`src/rtl/pll_lock_ctrl.sv`:
```
// -----------------------------------------------------------------------------
// pll_lock_ctrl
//
// Reset and lock sequencer for an ECP5 EHXPLLL. Holds the PLL in reset for a
// minimum time, waits (with timeout) for LOCK, debounces LOCK, and declares
// the generated clock good. Failed attempts are retried; too many consecutive
// failures latch a sticky fault. Runs entirely in the board input clock domain.
//
// Ports
//   clk_25m     in   board input clock, the only clock
//   rst_n       in   asynchronous active-low reset
//   restart     in   synchronous request for a fresh sequence, from any state
//   pll_lock    in   raw PLL LOCK (asynchronous, synchronised here)
//   pll_rst     out  PLL RST, active-high
//   pll_ok      out  PLL locked and debounced (glitch-free, registered)
//   fault       out  retry budget exhausted; sticky until rst_n or restart
//   lock_loss   out  one-cycle pulse when lock drops while LOCKED
//   retries     out  consecutive failed attempts in the current sequence
//   loss_count  out  saturating count of lock_loss events since rst_n
// -----------------------------------------------------------------------------
module pll_lock_ctrl #(
    parameter int unsigned RST_CYCLES   = 16,
    parameter int unsigned LOCK_TIMEOUT = 2500,
    parameter int unsigned LOCK_STABLE  = 256,
    parameter int unsigned MAX_RETRY    = 4
) (
    input  logic       clk_25m,
    input  logic       rst_n,
    input  logic       restart,
    input  logic       pll_lock,
    output logic       pll_rst,
    output logic       pll_ok,
    output logic       fault,
    output logic       lock_loss,
    output logic [3:0] retries,
    output logic [7:0] loss_count
);

    // Terminal counts: the counter starts at 0 in each state, so the last
    // cycle of a phase is the count minus one.
    localparam logic [15:0] RST_LAST     = 16'(RST_CYCLES - 1);
    localparam logic [15:0] TIMEOUT_LAST = 16'(LOCK_TIMEOUT - 1);
    localparam logic [15:0] STABLE_LAST  = 16'(LOCK_STABLE - 1);
    localparam logic [3:0]  RETRY_LIMIT  = 4'(MAX_RETRY);

    typedef enum logic [2:0] {
        S_RESET,
        S_WAIT_LOCK,
        S_STABLE,
        S_LOCKED,
        S_FAULT
    } state_t;

    state_t      state, state_next;
    logic [15:0] cnt, cnt_next;

    logic        pll_rst_next;
    logic        pll_ok_next;
    logic        fault_next;
    logic        lock_loss_next;
    logic [3:0]  retries_next;
    logic [7:0]  loss_count_next;
    logic        fail;

    // Two-flop synchroniser for the raw LOCK pin.
    logic lock_m, lock_s;

    always_ff @(posedge clk_25m or negedge rst_n) begin
        if (!rst_n) begin
            lock_m <= 1'b0;
            lock_s <= 1'b0;
        end else begin
            lock_m <= pll_lock;
            lock_s <= lock_m;
        end
    end

    // State, counter and every output are registered together so that the
    // outputs change on exactly the edge that moves the state.
    always_ff @(posedge clk_25m or negedge rst_n) begin
        if (!rst_n) begin
            state      <= S_RESET;
            cnt        <= '0;
            pll_rst    <= 1'b1;
            pll_ok     <= 1'b0;
            fault      <= 1'b0;
            lock_loss  <= 1'b0;
            retries    <= '0;
            loss_count <= '0;
        end else begin
            state      <= state_next;
            cnt        <= cnt_next;
            pll_rst    <= pll_rst_next;
            pll_ok     <= pll_ok_next;
            fault      <= fault_next;
            lock_loss  <= lock_loss_next;
            retries    <= retries_next;
            loss_count <= loss_count_next;
        end
    end

    always_comb begin
        state_next      = state;
        cnt_next        = cnt;
        pll_rst_next    = pll_rst;
        pll_ok_next     = pll_ok;
        fault_next      = fault;
        lock_loss_next  = 1'b0;
        retries_next    = retries;
        loss_count_next = loss_count;
        fail            = 1'b0;

        case (state)
            S_RESET: begin
                pll_rst_next = 1'b1;
                pll_ok_next  = 1'b0;
                if (cnt == RST_LAST) begin
                    state_next   = S_WAIT_LOCK;
                    cnt_next     = '0;
                    pll_rst_next = 1'b0;
                end else begin
                    cnt_next = cnt + 16'd1;
                end
            end

            S_WAIT_LOCK: begin
                // Lock is tested first so it wins over a coincident timeout.
                if (lock_s) begin
                    state_next = S_STABLE;
                    cnt_next   = '0;
                end else if (cnt == TIMEOUT_LAST) begin
                    fail = 1'b1;
                end else begin
                    cnt_next = cnt + 16'd1;
                end
            end

            S_STABLE: begin
                if (!lock_s) begin
                    fail = 1'b1;
                end else if (cnt == STABLE_LAST) begin
                    state_next   = S_LOCKED;
                    cnt_next     = '0;
                    pll_ok_next  = 1'b1;
                    retries_next = '0;
                end else begin
                    cnt_next = cnt + 16'd1;
                end
            end

            S_LOCKED: begin
                // Losing lock after a good lock is not a failed attempt:
                // retries is already 0 here and stays 0.
                if (!lock_s) begin
                    state_next     = S_RESET;
                    cnt_next       = '0;
                    pll_ok_next    = 1'b0;
                    pll_rst_next   = 1'b1;
                    lock_loss_next = 1'b1;
                    if (loss_count != 8'hFF) begin
                        loss_count_next = loss_count + 8'd1;
                    end
                end
            end

            S_FAULT: begin
                pll_rst_next = 1'b1;
                pll_ok_next  = 1'b0;
                fault_next   = 1'b1;
            end

            default: begin
                state_next   = S_RESET;
                cnt_next     = '0;
                pll_rst_next = 1'b1;
                pll_ok_next  = 1'b0;
            end
        endcase

        // A failed attempt either retries from RESET or, once the budget is
        // spent, parks in FAULT with the PLL held in reset.
        if (fail) begin
            cnt_next     = '0;
            pll_rst_next = 1'b1;
            pll_ok_next  = 1'b0;
            if (retries + 4'd1 == RETRY_LIMIT) begin
                state_next   = S_FAULT;
                retries_next = RETRY_LIMIT;
                fault_next   = 1'b1;
            end else begin
                state_next   = S_RESET;
                retries_next = retries + 4'd1;
            end
        end

        // restart overrides everything above, including a coincident fail or
        // lock loss; the loss history is deliberately kept.
        if (restart) begin
            state_next      = S_RESET;
            cnt_next        = '0;
            pll_rst_next    = 1'b1;
            pll_ok_next     = 1'b0;
            fault_next      = 1'b0;
            lock_loss_next  = 1'b0;
            retries_next    = '0;
            loss_count_next = loss_count;
        end
    end

endmodule

```
`config.mk`:
```
export PLATFORM = sky130hd
export DESIGN_NAME = pll_lock_ctrl
export DESIGN_NICKNAME = d
export VERILOG_FILES = /design/src/rtl/pll_lock_ctrl.sv
export SDC_FILE = /design/constraint.sdc
export NUM_CORES = 1
export LEC_CHECK = 0
export CORE_MARGIN = 1
export CORE_UTILIZATION = 56
export CTS_CLUSTER_DIAMETER = 40
export DETAILED_ROUTE_END_ITERATION = 8
export DONT_BUFFER_PORTS = 1
export HOLD_SLACK_MARGIN = 0.03
export PLACE_DENSITY = 0.81
export SYNTH_ARGS = -nofsm -noshare
export SYNTH_HDL_FRONTEND = slang
export SYNTH_SLANG_ARGS = --single-unit
```
`constraint.sdc`:
```
create_clock -name clk_25m -period 2.2 [get_ports clk_25m]
set_input_delay 0.11 -clock clk_25m [delete_from_list [all_inputs] [get_ports clk_25m]]
set_output_delay 0.11 -clock clk_25m [all_outputs]
set_load 0.02 [all_outputs]
```
After elaboration in Yosys (flattened, before gate mapping). Cells that the tools add are included.

Flip-flop bits (word level): 37. Bits in latches: 0. Bits in writable memories: 0. Memory bits (read-only): 0. Input port bits: 4. Output and inout port bits: 16. Logic and storage cells: 89. Memories kept: 0.

Add/subtract/negate cells: 3. Multipliers: 0. Divide/modulo/power cells: 0. Magnitude comparators: 0. Equality and inequality tests: 18. Shift-type cells: 0. Mux-type cells: 45. Bitwise logic cells: 2. Reductions and logical operators: 11.

Operator list (number): $mux W16 (8); $pmux W16 S5 (1); $mux W3 (8); $mux W4 (6); $ne A4 B4 Y1 const B (5); $mux W1 (18); $add A16 B1 Y16 const B (1); $eq A16 B12 Y1 const B (1); $eq A16 B4 Y1 const B (1); $eq A16 B8 Y1 const B (1); $pmux W3 S5 (1); $reduce_and A4 Y1 (3); $reduce_bool A3 Y1 (3); $add A8 B1 Y8 const B (1); $ne A8 B8 Y1 const B (1); $eq A3 B2 Y1 const B (2); $ne A3 B3 Y1 const B (2); $pmux W1 S3 (2); $reduce_and A6 Y1 (1); $ne A5 B5 Y1 const B (1); $add A4 B1 Y4 const B (1); $eq A4 B3 Y1 const B (1); $eq A3 B1 Y1 const B (1); $eq A3 B3 Y1 const B (1); 7 further kinds (8).

Longest topological paths before layout.
Word-level depth: 6. Gate-level depth with buffers: 7. Mapped depth without buffers: 6.

Least setup slack after synthesis. OpenSTA, ideal clock, no wires.

Kind: flip-flop to flip-flop. Start point: reg cnt[0]. End point: reg retries[2]. Setup time: 0.126 ns. Arrival time: 2.022 ns. Required time: 2.074 ns. Path slack: 0.052 ns. Cell stages (with the launch flop): 7. Buffers on the path: 0. Clock period less this slack: 2.148 ns. Cell sequence: dfrtp_1 ha_1 or4b_2 nor4_1 a21oi_1 a21boi_1 a221o_1.

Word-level cells in the longest chain between the ends: 6. Elaborated cells between the ends (all ways): 11. Those cells by class: eq/ne (2); mux (5); reduce/logical (4).

RTL lines: start: declaration (RTL line 55) `logic [15:0] cnt, cnt_next;`; start signal: assignment (RTL line 92) `cnt <= cnt_next;`; $eq A16 B12 Y1 (RTL line 131) `end else if (cnt == TIMEOUT_LAST) begin`; $mux W1 (RTL line 131); $mux W1 (RTL line 128) `if (lock_s) begin`; $pmux W1 S2 (RTL line 113) `case (state)`; $reduce_bool A3 Y1 (no source line) or $mux W4 (tied branches); $reduce_and A3 Y1 (no source line) or $mux W4 (tied branches); end signal: assignment (RTL line 97) `retries <= retries_next;`; end: declaration (RTL line 35) `output logic [3:0] retries,`.

Parallel ways exist; a longest one is shown, timed or not. A chain may end at the register's enable or synchronous reset.

Worst setup path after layout.
Start point: reg cnt[5]. End point: reg retries[2].

Same word-level chain as after synthesis.

==> results.yml <==
worst_hold_path:
  hp-class: "primary input to flip-flop"
global_routing:
  grt_pass1_vias: 1670
  overflow: 0
  grt_pass1_wl_um: 7665
  grt_max_degree: 38
  antenna_found_initial: 0
  grtUsageTotal: 0.2565
pwr:
  switching_share: 0.2025
  power_density_nw_per_um2: 537.2
  switching_power_uw: 271.0
  p_int_uw: 1067
  leakage_uw: 0.001048
  combPwrFrac: 0.051
  clkPwrFrac: 0.433
  ir_drop_v: 0.0003594
  power_frac_seq: 0.516
worst_setup_path:
  crit_arrival_ns: 2.36
  crit_type: "flip-flop to flip-flop"
  cp_slowest_cell: "or4b_4"
  ff2ff_setup_slack_ns: 0.07
  critPathMaxFanout: 4
  worst_ep_required_time_ns: 2.44
  crit_path_end_kind: "flip-flop"
  crit_path_start_kind: "flip-flop"
  worstPathCellList: "buf_4 > or4b_4 > nor4_4 > a21oi_2 > a21boi_1 > a221o_1"
  max_stage_delay_ns: 0.49
timing:
  slew_headroom: 0.6520
  layout_min_cycle_time_ns: 2.126
  max_slew.worst_pin.slew_ns: 0.5088
  report.final.slew_viol_count: 0
  finalCritPeriodShare: 0.9664
  setup_tns_ns: 0
  clock.fmax_ghz: 0.4704
  finalSetupViolCount: 0
  finClkSkew_ns: 0.006932
  rsz0062_at_grt: "false"
  hold_violations: 0
final_layout:
  final_cells: 286
  layout-drive-gt1-share: 0.2375
  final_core_util: 0.7293
  nets: 247
  syn2layout_area_growth_pct: 21.92
  fin_area_um2: 2491
  n_antenna_cell: 0
die:
  coreArea_um2: 3416
  dieArea_um2: 3894
  die_width_um: 62.41
  io_pins: 20
  start_util: 0.5982
  rows: 21
  fp.dieH_um: 62.41
synthesis:
  synth-simple-area-share: 0.2915
  ys_ff_latch: 37
  netlist_area_um2: 2043
  ys_seq_area_frac: 0.4538
  async_flop_share: 1.000
  synthAdderAreaFrac: 0.02449
  avgSynthCellArea_um2: 9.776
  synth_warnings: 0
  syn_nets: 217
  synth_xor_area_frac: 0.08573
  yosysUniqueCellTypes: 53
  synth_top_family_by_area: "simple AND/OR/NAND/NOR gates"
  muxShareOfSynthArea: 0.005511
  syn_inst: 209
  synth_enable_flop_cells: 0
  synth_compound_area_frac: 0.1151
  synth_flop_cell: "dfrtp_1"
clocking:
  cts_buffers: 5
  insertion_delay_ns: 0.35
  htree_num_levels: 2
  cts_root_buffer: "clkbuf_4"
  cts_sinks: 37
  clkTransAtPathRegs_ns: 0.10
  cts_tree: "yes"
  clockBufferDepth: 2
status:
  status: "finished, final reports clean"
place:
  port_buffers: 0
  hpwl_um: 3122
  globalplace.congestion: 0.9212
  post-place-cells: 272
  placed_area_um2: 2255
route:
  route.detailed.drc: 0
  first_iter_violations: 118
  via_per_inst: 6.066
  first_pass_iters: 4
  vias: 1735
  final_antenna_net_count: 0
  wire_per_inst_um: 15.57
  routed_wl_um: 4454
run:
  maxCapViolCount: 0
[per-layer routing]
layer  track usage  up-vias  routed length [um]
met2        0.3967       55                2136
met5             0        -                   0
li1              -      821                   -
met1        0.3333      852                1985
met4        0.1453        0                  78
met3       0.05657        7                 253
[stage by stage]
| step | hold slack [ns] | power (uW) | setup WS [ns] |
|---|---|---|---|
| finish | 0.09786 | 1338 | 0.07392 |
| global route | 0.1015 | 1385 | 0.001040 |
| detailed placement | -0.1842 | 743.3 | -0.02663 |
| global placement | -0.1843 | 741.5 | 0.04381 |
| CTS | 0.06021 | 1346 | 0.007645 |
| floorplan | -0.1856 | 724.9 | 0.05249 |
[critical path, delay by kind of cell (launching register included)]
| family | cells | cell delay, ns |
|---|---|---|
| compound gates | 3 | 0.63 |
| simple gates | 2 | 0.81 |
| buf+inv | 1 | 0.16 |
| flops | 1 | 0.41 |
[registers in the layout, summed over array words and instances (netlist names)]
name and count:
loss_count 8, lock_loss 1, state 3, lock_m 1, cnt 16, pll_rst 1
lock_s 1, pll_ok 1, fault 1, retries 4
[path summary, 6_finish.rpt]
check / start / endpoint / cells after the start
worst max-delay path: cnt[5] / retries[2] / 6
worst max register to register: cnt[5] / retries[2] / 6
max in group asynchronous: rst_n / pll_rst / 2
worst min register to register: lock_m / lock_s / 0
min in group asynchronous: rst_n / cnt[9] / 2
worst min-delay path: restart / retries[2] / 2
[cell type report]
type                    instances  area [um^2]
inverters                       4        15.01
clock buffers                   5        37.54
clock inverters                 3        65.06
flip-flops and latches         37        927.1
fillers                       237        924.6
multi-input cells             160         1132
well taps                      46        57.56
repair buffers                 31        256.5
[power groups by stage]
stage / combinational [uW] / sequential, uW / clock [uW]
after floorplan: 20.3 / 705 / 0
after global placement: 38.9 / 703 / 0
after detailed placement: 40.3 / 703 / 0
after CTS: 64.0 / 690 / 592
after global routing: 76.7 / 691 / 617
final: 68.4 / 690 / 580
[cell usage in the layout, fill, tap and decap left out, drive strengths merged, types with 2 or more instances in the layout]
cell type / Yosys / routed
nor4b: 3 / 3
nor2: 23 / 23
nand4: 5 / 5
ha: 4 / 4
and2: 2 / 2
nand2b: 4 / 4
xnor2: 19 / 19
dfrtp: 36 / 36
or4b: 3 / 3
dlygate4sd3: 0 / 3
clkbuf: 5 / 5
nor2b: 3 / 3
a21boi: 3 / 3
a21oi: 4 / 4
nor3b: 3 / 3
or4: 4 / 4
inv: 4 / 4
bufinv: 0 / 2
o21ai: 6 / 6
o211ai: 3 / 3
and3: 5 / 5
a211oi: 2 / 2
nand3b: 2 / 2
a22o: 3 / 3
nand3: 10 / 10
nand2: 17 / 17
nor4: 7 / 7
nor3: 6 / 6
buf: 3 / 28
[kinds of logic after synthesis]
logic type,count (synthesis)
muxes,1
adders and majority gates,4
and+or+nand+nor,104
buffers and inverters,12
DFF,37
AOI/OAI and AO/OA,31
xor gates and xnor gates,20
[what timing repair did]
action / CTS / global route
hold endpoints to repair: 42 / 0
resized for setup: 2 / 13
setup buffers: 0 / 2
hold buffers: 4 / 0
pin swaps: 0 / 2
endpoints found under the setup margin: 2 / 21
[cells in the mapped netlist (2+ instances only)]
cell type	number	area (um^2)
nand3b_1	2	15.01
and2_1	2	12.51
buf_2	3	15.01
or4_1	3	22.52
nor3b_1	3	22.52
clkbuf_1	5	18.77
xnor2_1	19	166.4
a21boi_1	2	15.01
nor4b_1	3	26.28
ha_1	4	50.05
a21oi_1	3	15.01
o211ai_1	2	15.01
and3_1	5	31.28
a211oi_1	2	15.01
or4b_2	3	30.03
nor2b_1	3	18.77
nand2b_1	4	25.02
nand4_1	5	31.28
nor3_1	6	30.03
nand3_1	10	50.05
a22o_1	3	26.28
nor2_1	23	86.33
dfrtp_1	36	900.9
o21ai_0	5	25.02
nor4_1	6	37.54
nand2_1	17	63.81
inv_1	4	15.01
No activity file was read; power rests on OpenSTA's default activity.
